$ cat src/rtl/tics_pkg.sv
// Shared constants for the tics_timer block: mode encodings and default widths.
// The optional prescaler is enabled by defining TICS_TIMER_PRESCALE_EN.
package tics_pkg;

    localparam logic MODE_ONESHOT  = 1'b0;
    localparam logic MODE_PERIODIC = 1'b1;

    localparam int TICS_WIDTH_DEF = 8;
    localparam int TICS_PRE_W_DEF = 4;

    typedef enum logic [1:0] {
        CTL_LOAD  = 2'd0,
        CTL_STOP  = 2'd1,
        CTL_START = 2'd2,
        CTL_STEP  = 2'd3
    } ctl_e;

    // Resolve the per-cycle control action; lower enum value wins.
    function automatic ctl_e ctl_select(input logic load, input logic stop,
                                        input logic start, input logic running);
        ctl_e sel;
        if (load)                   sel = CTL_LOAD;
        else if (stop)              sel = CTL_STOP;
        else if (start && !running) sel = CTL_START;
        else                        sel = CTL_STEP;
        return sel;
    endfunction

endpackage

$ cat src/rtl/tics_prescaler.sv
// Step-strobe divider for tics_timer: strobe fires once every div+1 enabled
// cycles, and the phase restarts from zero whenever clr is high.
module tics_prescaler #(
    parameter int PRE_W = 4
) (
    input  logic             clk,
    input  logic             rst,
    input  logic             clr,
    input  logic             en,
    input  logic [PRE_W-1:0] div,
    output logic             strobe
);

    logic [PRE_W-1:0] cnt_q, cnt_d;
    logic             at_end;

    assign at_end = (cnt_q == div);
    assign strobe = en && !clr && at_end;

    always_comb begin
        cnt_d = cnt_q;
        if (clr || !en)  cnt_d = '0;
        else if (at_end) cnt_d = '0;
        else             cnt_d = cnt_q + 1'b1;
    end

    always_ff @(posedge clk or posedge rst) begin
        if (rst) cnt_q <= '0;
        else     cnt_q <= cnt_d;
    end

endmodule

$ cat src/rtl/tics_timer.sv
// Down-counting timer with reload, one-shot/periodic modes, registered tick
// pulse and a toggle flop. Define TICS_TIMER_PRESCALE_EN to enable prescaling.
module tics_timer
    import tics_pkg::*;
#(
    parameter int WIDTH = TICS_WIDTH_DEF,
    parameter int PRE_W = TICS_PRE_W_DEF
) (
    input  logic             clk,
    input  logic             rst,
    input  logic             load_i,
    input  logic [WIDTH-1:0] load_val_i,
    input  logic             start_i,
    input  logic             stop_i,
    input  logic             mode_i,
    input  logic [PRE_W-1:0] prescale_i,
    output logic [WIDTH-1:0] count_o,
    output logic             busy_o,
    output logic             tick_o,
    output logic             q_o,
    output logic             qn_o
);

    logic [WIDTH-1:0] count_q, count_d;
    logic [WIDTH-1:0] reload_q, reload_d;
    logic             run_q, run_d;
    logic             tick_q, tick_d;
    logic             tog_q, tog_d;
    logic             strobe;
    ctl_e             ctl;

`ifdef TICS_TIMER_PRESCALE_EN
    logic presc_clr;

    assign presc_clr = load_i || start_i || stop_i || !run_q;

    tics_prescaler #(.PRE_W(PRE_W)) u_presc (
        .clk    (clk),
        .rst    (rst),
        .clr    (presc_clr),
        .en     (run_q),
        .div    (prescale_i),
        .strobe (strobe)
    );
`else
    logic unused_prescale;

    assign unused_prescale = ^prescale_i;
    assign strobe          = 1'b1;
`endif

    assign ctl = ctl_select(load_i, stop_i, start_i, run_q);

    always_comb begin
        count_d  = count_q;
        reload_d = reload_q;
        run_d    = run_q;
        tick_d   = 1'b0;
        tog_d    = tog_q;
        case (ctl)
            CTL_LOAD: begin
                count_d  = load_val_i;
                reload_d = load_val_i;
                run_d    = 1'b0;
            end
            CTL_STOP:  run_d = 1'b0;
            CTL_START: run_d = 1'b1;
            default: begin
                if (run_q && strobe) begin
                    if (count_q != '0) begin
                        count_d = count_q - 1'b1;
                    end else begin
                        // Terminal step: pulse, toggle, then reload or park at zero.
                        tick_d = 1'b1;
                        tog_d  = ~tog_q;
                        if (mode_i == MODE_PERIODIC) count_d = reload_q;
                        else                         run_d   = 1'b0;
                    end
                end
            end
        endcase
    end

    always_ff @(posedge clk or posedge rst) begin
        if (rst) begin
            count_q  <= '0;
            reload_q <= '0;
            run_q    <= 1'b0;
            tick_q   <= 1'b0;
            tog_q    <= 1'b0;
        end else begin
            count_q  <= count_d;
            reload_q <= reload_d;
            run_q    <= run_d;
            tick_q   <= tick_d;
            tog_q    <= tog_d;
        end
    end

    assign count_o = count_q;
    assign busy_o  = run_q;
    assign tick_o  = tick_q;
    assign q_o     = tog_q;
    assign qn_o    = ~tog_q;

endmodule

$ cat config.mk
export PLATFORM = sky130hd
export DESIGN_NAME = tics_timer
export DESIGN_NICKNAME = d
export VERILOG_FILES = /design/src/rtl/tics_pkg.sv /design/src/rtl/tics_prescaler.sv /design/src/rtl/tics_timer.sv
export SDC_FILE = /design/constraint.sdc
export NUM_CORES = 1
export LEC_CHECK = 0
export CORE_ASPECT_RATIO = 2
export CORE_MARGIN = 8
export CORE_UTILIZATION = 40
export CTS_CLUSTER_SIZE = 28
export DETAILED_ROUTE_END_ITERATION = 12
export DONT_BUFFER_PORTS = 1
export GPL_ROUTABILITY_DRIVEN = 0
export SLEW_MARGIN = 10
export SYNTH_ARGS = -nofsm -noshare
export SYNTH_HDL_FRONTEND = slang
export SYNTH_SLANG_ARGS = --single-unit
$ cat constraint.sdc
create_clock -name clk -period 3.51 [get_ports clk]
set_clock_uncertainty 0.2 [all_clocks]
set_input_delay 0.5265 -clock clk [delete_from_list [all_inputs] [get_ports clk]]
set_output_delay 0.5265 -clock clk [all_outputs]
set_load 0.01 [all_outputs]
==> run metrics, run 1 <==
Layout Area Growth over Synthesis=4.31%; Final Cell Area=1210 um2; Synth Cell Area=1160 um2; first-pass GRT wire length=4.31 mm; Critical Path Sink Type=register; final wirelength=2.70 mm; # Post-CTS Setup Buffers=0; Crit Path Max Fanout=16; Antenna Diode Count=0; core area=2770 um2; Clk pwr share=21.6%; setup TNS=0 ns; Final setup viols=0; Data arrival, critical path=2.45 ns; CP top delay family=compound AO/OA/AOI/OAI gates; row count=27; IO Count=30; fin worst setup slack=1.02 ns; largest net degree at the start of global routing=20; critical path launch point type=register; DR top layer=met4; Slew Viols, Final=0; CP required=3.47 ns; die area=4990 um2; TritonRoute pass-1 iters=4; post-synthesis sequential area ratio=40.9%; final worst path period share=71.0%; minimum clock period=2.49 ns; cell area after placement=1170 um2; DP Worst Slack=0.965 ns; CTS clk-pin slew, worst paths=0.07 ns; final hold vios=0; pwr/cell area=605 nW/um2; Reg power frac=50.2%; deepest clock path buffer count=2; routed length per placed instance=18.3 um; WP buf/inv=1; GRT Overall Usage=11.8%; CP Cell Sequence=nor2_1 -> a21o_1 -> ha_1 -> o21ai_0 -> a31oi_1 -> buf_4 -> nand3b_1 -> o221a_2; post-synth net total=142; met2 wire length=1.47 mm; Detail Route Antenna Nets=0; cts bufs inserted=3; root buffer cell=clkbuf_8; vias per cell=6.03; Hold Path Class=in2async; Seq cells post-synth=19; hold_buf cts=0; Synth Area per Inst=9.85 um2; Leak=0.490 nW; CTS tree=done; die span in x=54.1 um; slowest stage delay, CP=0.55 ns; post-cts sizing count=0; Main synth FF type=dfrtp_1; CTS sink cnt=19; grt total ovfl=0; Comb pwr share=28.2%; Die Span Y=92.2 um; antenna violations before repair=0; Crit Path Class=reg2reg; M1 WL=987 um; highest-count cells in the layout ignoring fill and taps=19 x dfrtp_1, 10 x nor2_1, 9 x inv_1, 8 x mux2_2, 8 x a31oi_1; total internal power=0.456 mW; RSZ-0062 raised after global routing=no; number of flops mapped to enable cells by yosys=0; Nets=143; commonest non-fill, non-tap cell in the layout=dfrtp_1; routed wl met3=161 um; IO Port Bufs=0; Synth cell types=37; Max VDD drop=0.266 mV; vias in the first global route=903; status=finished clean; Post-DP HPWL=2.05 mm; Hold WS=0.0738 ns; share of layout cells above drive strength 1=15.3%; Slew headroom=49.7%; Yosys warnings=0; f_max=0.401 GHz; # DRC=0; Initial Util=42.0%; Tightest Pin Transition=0.753 ns; Mapped Cells=118; switching share of total power=37.8%; DRT iter0 DRCs=16; Crit-path slowest cell=ha_1; Psw=0.277 mW; register-to-register setup slack=1.02 ns; Non-Filler Instances=147; Async SR Flop Fraction=100%; htree depth=1; max_cap viols=0; DR vias=887; placed cells=143; Worst-Skew Late Latency=0.27 ns
-- Yosys cell counts, types with 2 or more instances --
master     n  area share [%]
nand2_1    6             1.9
nand2b_1   2             1.1
ha_1       6             6.5
a211oi_1   2             1.3
nor2_1    10             3.2
a21oi_1    4             1.7
clkbuf_1   2            0.65
o21ai_0    6             2.6
dfrtp_1   19              41
o211ai_1   2             1.3
nor3_1     4             1.7
nor3b_1    3             1.9
inv_1      9             2.9
a31oi_1    8             4.3
buf_6      2             1.9
a211o_1    2             1.5
mux2_2     8             7.8
xnor2_1    4             3.0
-- final timing paths --
kind | from | endpoint | cells past startpoint
max in group asynchronous | rst | reload_q[3] | 1
worst max-delay path | busy_o | count_o[0] | 8
min in group clk | load_val_i[0] | reload_q[0] | 1
worst max register to register | busy_o | count_o[0] | 8
worst min register to register | reload_q[5] | reload_q[5] | 1
worst min-delay path | rst | count_o[7] | 1
-- layer usage --
layer / track usage (%) / vias to the layer above
li1: - / 429
met1: 11.5 / 437
met2: 20.2 / 16
met3: 3.56 / 5
met4: 7.44 / 0
met5: 0 / -
-- cell type report --
| cell class | count | area (um2) |
|---|---|---|
| fill | 288 | 1560 |
| multi-input combinational | 84 | 607 |
| sequential | 19 | 475 |
| clock buffer | 4 | 45.0 |
| tap | 29 | 36.3 |
| inverter | 9 | 33.8 |
| timing repair buffer | 2 | 15.0 |
-- state kept, by name, indices dropped and copies added, names as in the netlist --
| register | flops |
|---|---|
| busy_o | 1 |
| reload_q | 8 |
| q_o | 1 |
| tick_o | 1 |
| count_o | 8 |
-- metrics by stage --
step | util [%] | power (mW)
finish | 43.8 | 0.733
global route | 43.8 | 0.787
CTS | 43.8 | 0.742
detailed placement | 42.1 | 0.584
global placement | 42.1 | 0.576
floorplan | - | 0.535
-- power groups by stage --
stage	Combinational (mW)	Clock [mW]	Sequential, mW
after detailed placement	0.209	0	0.375
after floorplan	0.194	0	0.341
after global placement	0.204	0	0.372
after global routing	0.234	0.174	0.380
after CTS	0.209	0.162	0.370
final	0.207	0.158	0.368
-- cells by family (layout without fill, tap and decap cells) --
logic type,count (synthesis),after routing,share of synthesized area (%)
AO/OA/AOI/OAI,33,33,19.4
AND/OR/NAND/NOR,33,33,15.6
flip-flops,19,19,40.9
buffers and inverters,15,15,6.89
multiplexers,8,8,7.75
adder cells (fa/ha/maj),6,6,6.46
XOR/XNOR,4,4,3.01
(Power assumes the default switching activity.)
==> run 2: changes to the inputs <==
- clock period: 3.51 -> 2.2 ns (I/O delays scaled with it)
==> run 2 against run 1 <==
Total power up 71%. Register-to-register slack worse by 0.94 ns. Final cell count up 10%. Hold slack worse by 0.056 ns. Die area unchanged. Largest power group unchanged. Clock power up 56%. Highest routed layer unchanged. Worst setup slack worse by 0.94 ns. Utilization up 4.4 points. Combinational power up 130%. Cell area up 10%. Sequential power up 44%.
==> run metrics, run 2 (synthesized netlist as in run 1, its figures left out) <==
status=finished clean; WP buf/inv=1 (unchanged); Critical Path Sink Type=register; CP Cell Sequence=inv_1 -> ha_1 -> or3b_2 -> nor4_1 -> a21oi_1 -> o221a_2; RSZ-0062 raised after global routing=no; die area=4990 um2 (unchanged); post-cts sizing count=0 (unchanged); Crit-path slowest cell=or3b_2; Max VDD drop=0.447 mV (+68%); core area=2770 um2 (unchanged); GRT Overall Usage=11.7% (-0.15 points); Slew headroom=49.2% (-0.49 points); Slew Viols, Final=0 (unchanged); Leak=0.562 nW (+15%); largest net degree at the start of global routing=20 (unchanged); CTS clk-pin slew, worst paths=0.07 ns (about the same); antenna violations before repair=0 (unchanged); setup TNS=0 ns (unchanged); Nets=158 (+10%); DRT iter0 DRCs=18 (+2); fin worst setup slack=0.0773 ns (-0.942 ns); final hold vios=0 (unchanged); hold_buf cts=1 (+1); Crit Path Class=reg2reg; # DRC=0 (unchanged); Layout Area Growth over Synthesis=14.7%; TritonRoute pass-1 iters=6 (+2); htree depth=1 (unchanged); routed length per placed instance=17.6 um (-3.8%); slowest stage delay, CP=0.54 ns (about the same); CP required=2.14 ns (-1.33 ns); IO Port Bufs=0 (unchanged); root buffer cell=clkbuf_8; die span in x=54.1 um (unchanged); CP top delay family=simple AND/OR/NAND/NOR gates; commonest non-fill, non-tap cell in the layout=dfrtp_1; DP Worst Slack=0.106 ns (-0.859 ns); max_cap viols=0 (unchanged); final worst path period share=96.5% (+26 points); cts bufs inserted=3 (unchanged); CTS sink cnt=19 (unchanged); vias in the first global route=973 (+7.8%); row count=27 (unchanged); critical path launch point type=register; CTS tree=done; share of layout cells above drive strength 1=24.8% (+9.6 points); highest-count cells in the layout ignoring fill and taps=19 x dfrtp_1, 16 x buf_4, 10 x nor2_1, 9 x inv_1, 8 x mux2_2; Hold Path Class=in2reg; pwr/cell area=943 nW/um2 (+56%); Die Span Y=92.2 um (unchanged); grt total ovfl=0 (unchanged); Worst-Skew Late Latency=0.25 ns (-0.02 ns); Final setup viols=0 (unchanged); post-route core utilization=48.1% (+4.4 points); Antenna Diode Count=0 (unchanged); f_max=0.471 GHz (+17%); # Post-CTS Setup Buffers=0 (unchanged); Detail Route Antenna Nets=0 (unchanged); first-pass GRT wire length=4.51 mm (+4.6%); Post-DP HPWL=2.21 mm (+8.2%); minimum clock period=2.12 ns (-0.368 ns); Crit Path Max Fanout=6 (-10); Initial Util=42.0% (unchanged); vias per cell=5.82 (-3.5%); Tightest Pin Transition=0.761 ns (+0.00731 ns); final wirelength=2.86 mm (+6.0%); Data arrival, critical path=2.07 ns (-0.38 ns); deepest clock path buffer count=2 (unchanged); IO Count=30 (unchanged); fillcell total=267 (-7.3%); DR vias=943 (+6.3%)
-- run 2: cell count changes in the layout (fill, tap and decap cells not counted), sizes merged --
cell	previous run	this run
buf	2	16
dlygate4sd3	0	1
-- run 2: final timing paths --
path                                from          end  slack, ns  cells after the start
max reg2reg                   count_o[1]   count_o[0]       0.08                      6
min                        load_val_i[6]   count_o[6]       0.02                      2
min in group asynchronous            rst   count_o[3]       0.45                      2
min reg2reg                  reload_q[1]  reload_q[1]       0.31                      1
max                           count_o[1]   count_o[0]       0.08                      6
max in group asynchronous            rst   count_o[4]       0.87                      2
-- run 2: report_power, final --
group / internal, mW / switching, mW / total [mW]
Clock: 0.129 / 0.118 / 0.246
Combinational: 0.249 / 0.233 / 0.482
Sequential: 0.424 / 0.106 / 0.530
-- run 2: area by class of cell --
cell class / instances / area (um2) / share of cell area, %
Multi-Input combinational cell: 84 / 613 / 46.0
Tap cell: 29 / 36.3 / 2.72
Sequential cell: 19 / 475 / 35.6
Inverter: 9 / 33.8 / 2.53
Timing Repair Buffer: 17 / 130 / 9.76
Clock buffer: 4 / 45.0 / 3.38
-- run 2: metrics by stage --
stage	instances	hold WS [ns]	cell area [um2]	total power, mW
global placement	157	0.197	1280	1.01
floorplan	118	0.0811	1170	0.855
finish	162	0.0175	1330	1.26
global route	162	0.0197	1330	1.34
detailed placement	157	0.212	1280	1.02
CTS	162	0.0153	1330	1.26
-- run 2: per-layer routing --
metal | GRT usage (%) | share of wire, % | vias to the layer above
met3 | 3.56 | 6.6 | 4
met5 | 0 | 0 | -
met4 | 3.72 | 1.4 | 0
met1 | 12.5 | 38 | 457
li1 | - | - | 462
met2 | 20.4 | 54 | 20
